--- config.mk ---
export PLATFORM = sky130hd
export DESIGN_NAME = selevy_gout_tx
export DESIGN_NICKNAME = d
export VERILOG_FILES = /design/src/rtl/selevy_gout_tx.sv
export SDC_FILE = /design/constraint.sdc
export NUM_CORES = 1
export LEC_CHECK = 0
export CORE_AREA = 2 2 119 121
export CTS_CLUSTER_DIAMETER = 30
export DETAILED_ROUTE_END_ITERATION = 10
export DIE_AREA = 0 0 121 123
export GPL_TIMING_DRIVEN = 0
export HOLD_SLACK_MARGIN = 0.08
export SKIP_CTS_REPAIR_TIMING = 1
export SYNTH_ARGS = -nofsm -noshare
export SYNTH_HDL_FRONTEND = slang
export SYNTH_SLANG_ARGS = --single-unit
--- constraint.sdc ---
create_clock -name CLK -period 4 [get_ports CLK]
set_input_delay 0.8 -clock CLK [delete_from_list [all_inputs] [get_ports CLK]]
set_output_delay 0.8 -clock CLK [all_outputs]
set_load 0.05 [all_outputs]
--- src/rtl/selevy_gout_tx.sv ---
// selevy_gout_tx: turns every change of the 4-bit gout into an ASCII hex
// character, queues it, and sends the queue out as UART frames.
//   CLK        in   system clock, all state on posedge
//   reset      in   asynchronous active-high reset
//   gout       in   [3:0] core general output, sampled every CLK
//   tx         out  UART serial line, idles high
//   busy       out  high while a frame is on the line
//   overflow   out  sticky, set when a change is dropped on a full queue
//   fifo_level out  [log2(FIFO_DEPTH):0] number of queued characters
// Build option: define GOUT_TX_PARITY_EN for 8E1 frames (default 8N1).
module selevy_gout_tx #(
   parameter int CLK_DIV    = 16,
   parameter int FIFO_DEPTH = 4
) (
   input  logic                         CLK,
   input  logic                         reset,
   input  logic [3:0]                   gout,
   output logic                         tx,
   output logic                         busy,
   output logic                         overflow,
   output logic [$clog2(FIFO_DEPTH):0]  fifo_level
);
   localparam int AW = $clog2(FIFO_DEPTH);
   typedef enum logic [2:0] {IDLE, START, DATA, PARITY, STOP} state_t;
   state_t      state_q, state_d;
   logic [15:0] baud_q, baud_d;
   logic [2:0]  bit_q, bit_d;
   logic [7:0]  shift_q, shift_d;
   logic [3:0]  gout_q, gout_d;
   logic [AW:0] wr_q, wr_d, rd_q, rd_d, level_q, level_d;
   logic        ovf_q, ovf_d, tx_q, tx_d, busy_q, busy_d;
   logic [7:0]  mem [FIFO_DEPTH];
   logic [7:0]  chr, rd_data;
   logic        change, empty, full, push, pop, baud_end;
`ifdef GOUT_TX_PARITY_EN
   logic        par_q, par_d;
`endif
   assign tx         = tx_q;
   assign busy       = busy_q;
   assign overflow   = ovf_q;
   assign fifo_level = level_q;
   assign rd_data    = mem[rd_q[AW-1:0]];
   always_comb begin
      gout_d   = gout;
      change   = gout != gout_q;
      chr      = (gout < 4'd10) ? 8'h30 + {4'h0, gout} : 8'h37 + {4'h0, gout};
      empty    = wr_q == rd_q;
      // full when the pointers address the same slot but are a lap apart
      full     = (wr_q ^ rd_q) == {1'b1, {AW{1'b0}}};
      baud_end = baud_q == 16'(CLK_DIV - 1);
      state_d  = state_q;
      baud_d   = baud_end ? 16'd0 : baud_q + 16'd1;
      bit_d    = bit_q;
      shift_d  = shift_q;
      pop      = 1'b0;
      case (state_q)
         IDLE: begin
            baud_d = 16'd0;
            if (!empty) begin
               pop     = 1'b1;
               shift_d = rd_data;
               state_d = START;
            end
         end
         START: if (baud_end) state_d = DATA;
         DATA: if (baud_end) begin
            shift_d = shift_q >> 1;
            bit_d   = bit_q + 3'd1;
`ifdef GOUT_TX_PARITY_EN
            if (bit_q == 3'd7) state_d = PARITY;
`else
            if (bit_q == 3'd7) state_d = STOP;
`endif
         end
         PARITY: if (baud_end) state_d = STOP;
         STOP: if (baud_end) begin
            // chain straight into the next frame when more is queued
            if (!empty) begin
               pop     = 1'b1;
               shift_d = rd_data;
               state_d = START;
            end else state_d = IDLE;
         end
         default: state_d = IDLE;
      endcase
      // a pop in the same cycle frees the slot, so a full queue still accepts
      push    = change && (!full || pop);
      ovf_d   = ovf_q | (change & full & !pop);
      wr_d    = wr_q + {{AW{1'b0}}, push};
      rd_d    = rd_q + {{AW{1'b0}}, pop};
      level_d = wr_d - rd_d;
`ifdef GOUT_TX_PARITY_EN
      par_d   = pop ? ^rd_data : par_q;
`endif
      case (state_d)
         START:   tx_d = 1'b0;
         DATA:    tx_d = shift_d[0];
`ifdef GOUT_TX_PARITY_EN
         PARITY:  tx_d = par_d;
`endif
         default: tx_d = 1'b1;
      endcase
      busy_d = state_d != IDLE;
   end
   always_ff @(posedge CLK or posedge reset) begin
      if (reset) begin
         state_q <= IDLE;
         baud_q  <= '0;
         bit_q   <= '0;
         shift_q <= '0;
         gout_q  <= '0;
         wr_q    <= '0;
         rd_q    <= '0;
         level_q <= '0;
         ovf_q   <= 1'b0;
         tx_q    <= 1'b1;
         busy_q  <= 1'b0;
      end else begin
         state_q <= state_d;
         baud_q  <= baud_d;
         bit_q   <= bit_d;
         shift_q <= shift_d;
         gout_q  <= gout_d;
         wr_q    <= wr_d;
         rd_q    <= rd_d;
         level_q <= level_d;
         ovf_q   <= ovf_d;
         tx_q    <= tx_d;
         busy_q  <= busy_d;
      end
   end
`ifdef GOUT_TX_PARITY_EN
   always_ff @(posedge CLK or posedge reset) begin
      if (reset) par_q <= 1'b0;
      else par_q <= par_d;
   end
`endif
   always_ff @(posedge CLK) begin
      if (push) mem[wr_q[AW-1:0]] <= chr;
   end
endmodule

Yosys cells after proc, flatten, opt, wreduce, memory -nomap -nowiden
Memory sizes are Yosys's and may differ from the RTL's.
Index checks and enable logic that the tools add are counted.
{"block": "totals", "word_cells": 68, "in_bits": 6, "mem_count": 1, "ramBits": 28, "out_inout_bits": 6, "reg_bits": 46}
{"block": "op_classes", "order_cmp": 1, "eq_ne": 13, "reduce_logical": 9, "n_addsub": 7, "bitwise_logic": 4, "n_mux": 21}
{"memory": "mem", "words": 4, "width": 7, "rd": 1, "rd_clocked_by_memory_dff": 0, "wr": 1, "line": "32", "source": "logic [7:0] mem [FIFO_DEPTH];"}
{"op": "two-way mux 16 bit", "n": 2}
{"op": "two-way mux 8 bit", "n": 3}
{"op": "one-hot mux 8 bit (3 select lines)", "n": 1}
{"op": "two-way mux 3 bit", "n": 6}
{"op": "adder 16 x 1 -> 16 bit, second input constant", "n": 1}
{"op": "equality test 16 x 4 -> 1 bit, second input constant", "n": 1}
{"op": "one-hot mux 3 bit (5 select lines)", "n": 1}
{"op": "adder 6 x 4 -> 7 bit, first input constant", "n": 2}
{"op": "equality test 3 x 2 -> 1 bit, second input constant", "n": 3}
{"op": "equality test 3 bit, second input constant", "n": 3}
{"op": "two-way mux 7 bit", "n": 1}
{"op": "adder 3 x 1 -> 3 bit", "n": 2}
{"op": "equality test 3 x 1 -> 1 bit, second input constant", "n": 2}
{"op": "nonzero test 3 bit", "n": 2}
{"op": "two-way mux 1 bit", "n": 5}
{"op": "less-than comparator 4 bit, second input constant", "n": 1}
{"op": "!= test 2 bit, second input constant", "n": 2}
{"op": "!= test 4 bit", "n": 1}
{"op": "one-hot mux 1 bit (2 select lines)", "n": 2}
{"op": "adder 3 x 1 -> 3 bit, second input constant", "n": 1}
{"op": "equality test 3 bit", "n": 1}
{"op": "logical NOT 3 bit", "n": 1}
{"op": "AND reduction 3 bit", "n": 1}
{"op": "subtractor 3 bit", "n": 1}
{"op": "7 further kinds", "n": 9}

Longest topological paths before layout
{"block": "logic_depth", "ltp_word": 8, "ltp_mapped": 12}

Worst setup path after synthesis
No wires, ideal clock.
{"block": "synth_timing", "path_kind": "reg2reg", "from": "reg baud_q[0]", "to": "reg level_q[2], in the netlist fifo_level[2]", "slack_ns": 1.217, "setup_time_ns": 0.129, "t_arrival_ns": 2.654, "stages_incl_launch_ff": 11, "n_path_buf": 0, "path_cell_list": "dfrtp_1 -> ha_1 -> and3_1 -> a41oi_2 -> nor2_1 -> o21ai_0 -> inv_1 -> ha_1 -> ha_1 -> fa_1 -> xor2_1"}
{"block": "synth_between", "elab_chain_cells": 7, "elab_cells_between_ends": 8, "classes_between": "3 x add/sub; 1 x eq/ne; 2 x mux; 2 x reduce/logical"}
{"item": "start, declared", "line": "26", "source": "logic [15:0] baud_q, baud_d;"}
{"item": "start signal, assigned", "line": "120", "source": "baud_q <= baud_d;"}
{"item": "equality test 16 x 4 -> 1 bit", "line": "50", "source": "baud_end = baud_q == 16'(CLK_DIV - 1);"}
{"item": "two-way mux 1 bit", "line": "76", "source": "STOP: if (baud_end) begin"}
{"item": "one-hot mux 1 bit (2 select lines)", "line": "56", "source": "case (state_q)"}
{"item": "logical OR 1 bit", "line": "87", "source": "push = change && (!full || pop);"}
{"item": "logical AND 1 bit", "line": "87"}
{"item": "adder 3 x 1 -> 3 bit", "line": "89", "source": "wr_d = wr_q + {{AW{1'b0}}, push};"}
{"item": "via wr_d[1]", "line": "30", "source": "logic [AW:0] wr_q, wr_d, rd_q, rd_d, level_q, level_d;"}
{"item": "subtractor 3 bit", "line": "91", "source": "level_d = wr_d - rd_d;"}
{"item": "via level_d[2]", "line": "30"}
{"item": "end signal, assigned", "line": "126", "source": "level_q <= level_d;"}
{"item": "end, declared", "line": "30"}
The timed path passes the listed nets, and every way through them passes these cells.
A chain may end at the register's enable or synchronous reset.

Worst setup path in the final report
Ends and elaborated chain as after synthesis.

==> metrics.cfg <==
[logic_synthesis]
count_of_flip_flops_with_a_built_in_enable_after_synthesis = 28
synthCells = 245
yosys_most_used_dff = dfrtp_1
ys_seq_elements = 74
synthArstFlopShare_pct = 62.2
proportion_of_synthesized_chip_area_in_sequential_cells_pct = 59.8
syn_area_um2 = 3330
average_size_of_a_mapped_cell_um2 = 13.6
syn-num-nets = 261
synth_warnings = 0
number_of_distinct_library_cells_after_synthesis = 47

[placement]
place_congestion = 0.790
postPlaceCellArea_um2 = 3690
dp_slack_ns = 0.649
io_buffers = 11
place_hpwl_um = 3840

[final_layout]
fin_util_pct = 29.3
flow.area_growth_from_synthesis_pct = 19.6
antenna_cells_inserted = 0
multi_input_gate_area_um2 = 1230
fillers = 1362
final-seq-area_um2 = 1990
most_common_library_cell_in_the_layout_ignoring_fill_and_taps = dfrtp_1
layout_nets = 284
mostFrequentLayoutCells = dfrtp_1 (45), edfxtp_1 (28), nor2_1 (22), xor2_1 (17), inv_1 (15)
design_area_um2 = 3980
layout-drive-gt1-share_pct = 16.1

[timing]
drv_slew = 0
finalClockSkew_ns = 0.00845
max_clock_freq_ghz = 0.330
post-route-period-util_pct = 75.7
worst-slew-pin-transition_ns = 1.20
unrepaired_setup_endpoints_after_global_routing = no
final.min_clock_period_ns = 3.03
report.final.hold_viol_count = 0
totalNegativeSetupSlack_ns = 0
setup_violations = 0
normalized_max_slew_margin_pct = 20.0
fin_ws_ns = 0.971

[pwr]
cellPowerDensity_nw_per_um2 = 747
post-layout-total-power_mw = 2.98
p_leak_nw = 1.62
vdd_ir_drop_max_mv = 0.413

[global_routing]
grt_overflow = 0
grt_start_max_net_pins = 31
antenna_found_initial = 0
via_count_of_the_first_global_routing_pass = 1916
gr-usage-all-layers_pct = 8.11
grt_pass1_wl_um = 9290

[worst_hold_path]
worstHoldPathCells = 1
hp-class = register to register

[clock_tree]
cts_tree = done
cts.root.buffer_cell = clkbuf_16
clock_insertion_delay_worst_skew_ns = 0.33
cts_buffers = 9
h-tree-depth = 3
clock-sinks = 74
max-clock-path-buffers = 2
reg_clk_slew_reported_paths_ns = 0.05

[drt]
first_iter_violations = 96
route.detailed.wl_per_inst_um = 12.1
ant_nets = 0
vias = 1914
via_per_inst = 4.23
dr.pass1.iters = 4
post-route-drc-count = 0
detail_route.wirelength_um = 5490

[worst_setup_path]
critical_path.cell_chain = ha_1 > and3_1 > a41oi_2 > nor2_1 > o21ai_0 > inv_1 > ha_1 > ha_1 > fa_1 > xor2_1
worstSetupStartpointType = register
critical_path_arrival_ns = 3.23
crit_path_end_kind = register
critical_path_required_ns = 4.20
cpMostUsedCell = ha_1
critical-path-slowest-cell = o21ai_0
worstSetupPathType = register to register
critical-path-max-stage-delay_ns = 0.44
timing.reg2reg.worst_path_depth = 10
cp_max_fo = 5

[die]
ioPinCount = 12
row_count = 43
fp.dieW_um = 121
die-area_um2 = 14900
design.core.area_um2 = 13600
die_height_um = 123
start_util_pct = 24.5

[job]
max_capacitance_violation_count = 0

[status]
outcome = finished clean

## worst max-delay path, delay by kind of cell (launching register included)
family,cells,cell delay [ns]
xor+xnor,1,0.16
compound gates,2,0.75
simple gates,2,0.32
flops,1,0.40
fa+ha+maj,4,1.17
buf+inv,1,0.09
## power by group
group / internal (mW) / total (mW) / switching, mW / leakage [nW]
Clock: 0.483 / 0.788 / 0.304 / 0.139
Sequential: 1.08 / 1.20 / 0.125 / 0.833
Combinational: 0.408 / 0.986 / 0.578 / 0.648
Total: 1.97 / 2.98 / 1.01 / 1.62
## through the flow
stage,instances,hold WS (ns)
2_1_floorplan,245,0.433
3_3_place_gp,436,0.452
5_1_grt,453,0.493
4_1_cts,453,0.479
6_report,453,0.471
3_5_place_dp,437,0.469
## state kept, by name, summed over array words and instances, names as in the netlist, 4 cells and up
name     cells
baud_q      16
gout_q       4
mem         28
shift_q      8
## cell type report
type / count / share of cell area (%)
sequential: 74 / 50.0
multi-input combinational: 147 / 31.0
clock buffer: 10 / 5.75
tap: 180 / 5.65
timing repair buffer: 12 / 3.27
clock inverter: 6 / 1.70
inverter: 17 / 1.60
buffer: 7 / 1.01
## logic make-up (layout without fill, tap and decap cells)
logic type	after synthesis	after routing	synth area share (%)
AOI/OAI and AO/OA	25	25	6.53
xor gates and xnor gates	28	28	7.36
adders and majority gates	10	10	3.98
buffers and inverters	24	52	3.12
DFF	74	74	59.8
muxes	10	10	5.71
and+or+nand+nor	74	74	13.5
## metal layers
| layer | track usage, % | part of all wire [%] | vias to the layer above |
|---|---|---|---|
| met2 | 12.7 | 47 | 26 |
| met5 | 0 | 0 | - |
| met3 | 1.98 | 3.0 | 11 |
| met4 | 4.80 | 2.2 | 0 |
| met1 | 10.2 | 48 | 954 |
| li1 | - | - | 923 |
## final timing paths
path	end	startpoint	slack, ns
max in group asynchronous	tx	reset	2.69
worst max register to register	fifo_level[2]	baud_q[0]	0.97
worst max-delay path	fifo_level[2]	baud_q[0]	0.97
worst min-delay path	baud_q[0]	baud_q[0]	0.47
worst min register to register	baud_q[0]	baud_q[0]	0.47
min in group asynchronous	gout_q[2]	reset	0.77
## cells in the mapped netlist (2+ instances only)
library cell | count | area (µm²)
nand4_1 | 5 | 31.3
nor2_1 | 22 | 82.6
inv_1 | 16 | 60.1
ha_1 | 9 | 113
nor3_1 | 3 | 15.0
clkbuf_1 | 2 | 7.51
o21ai_1 | 2 | 10.0
xnor2_1 | 11 | 96.3
nor2b_1 | 6 | 37.5
buf_2 | 2 | 10.0
nand2_1 | 12 | 45.0
nor3b_1 | 2 | 15.0
nand3_1 | 5 | 25.0
and2_1 | 3 | 18.8
o21a_1 | 2 | 15.0
edfxtp_1 | 28 | 841
mux4_2 | 7 | 158
a21oi_1 | 5 | 25.0
nor4_4 | 3 | 63.8
and3_1 | 4 | 25.0
or3_4 | 2 | 22.5
mux2_1 | 2 | 22.5
a221o_1 | 6 | 60.1
buf_4 | 3 | 22.5
xor2_1 | 17 | 149
dfrtp_1 | 45 | 1130
No activity file was read; power rests on OpenSTA's default activity.
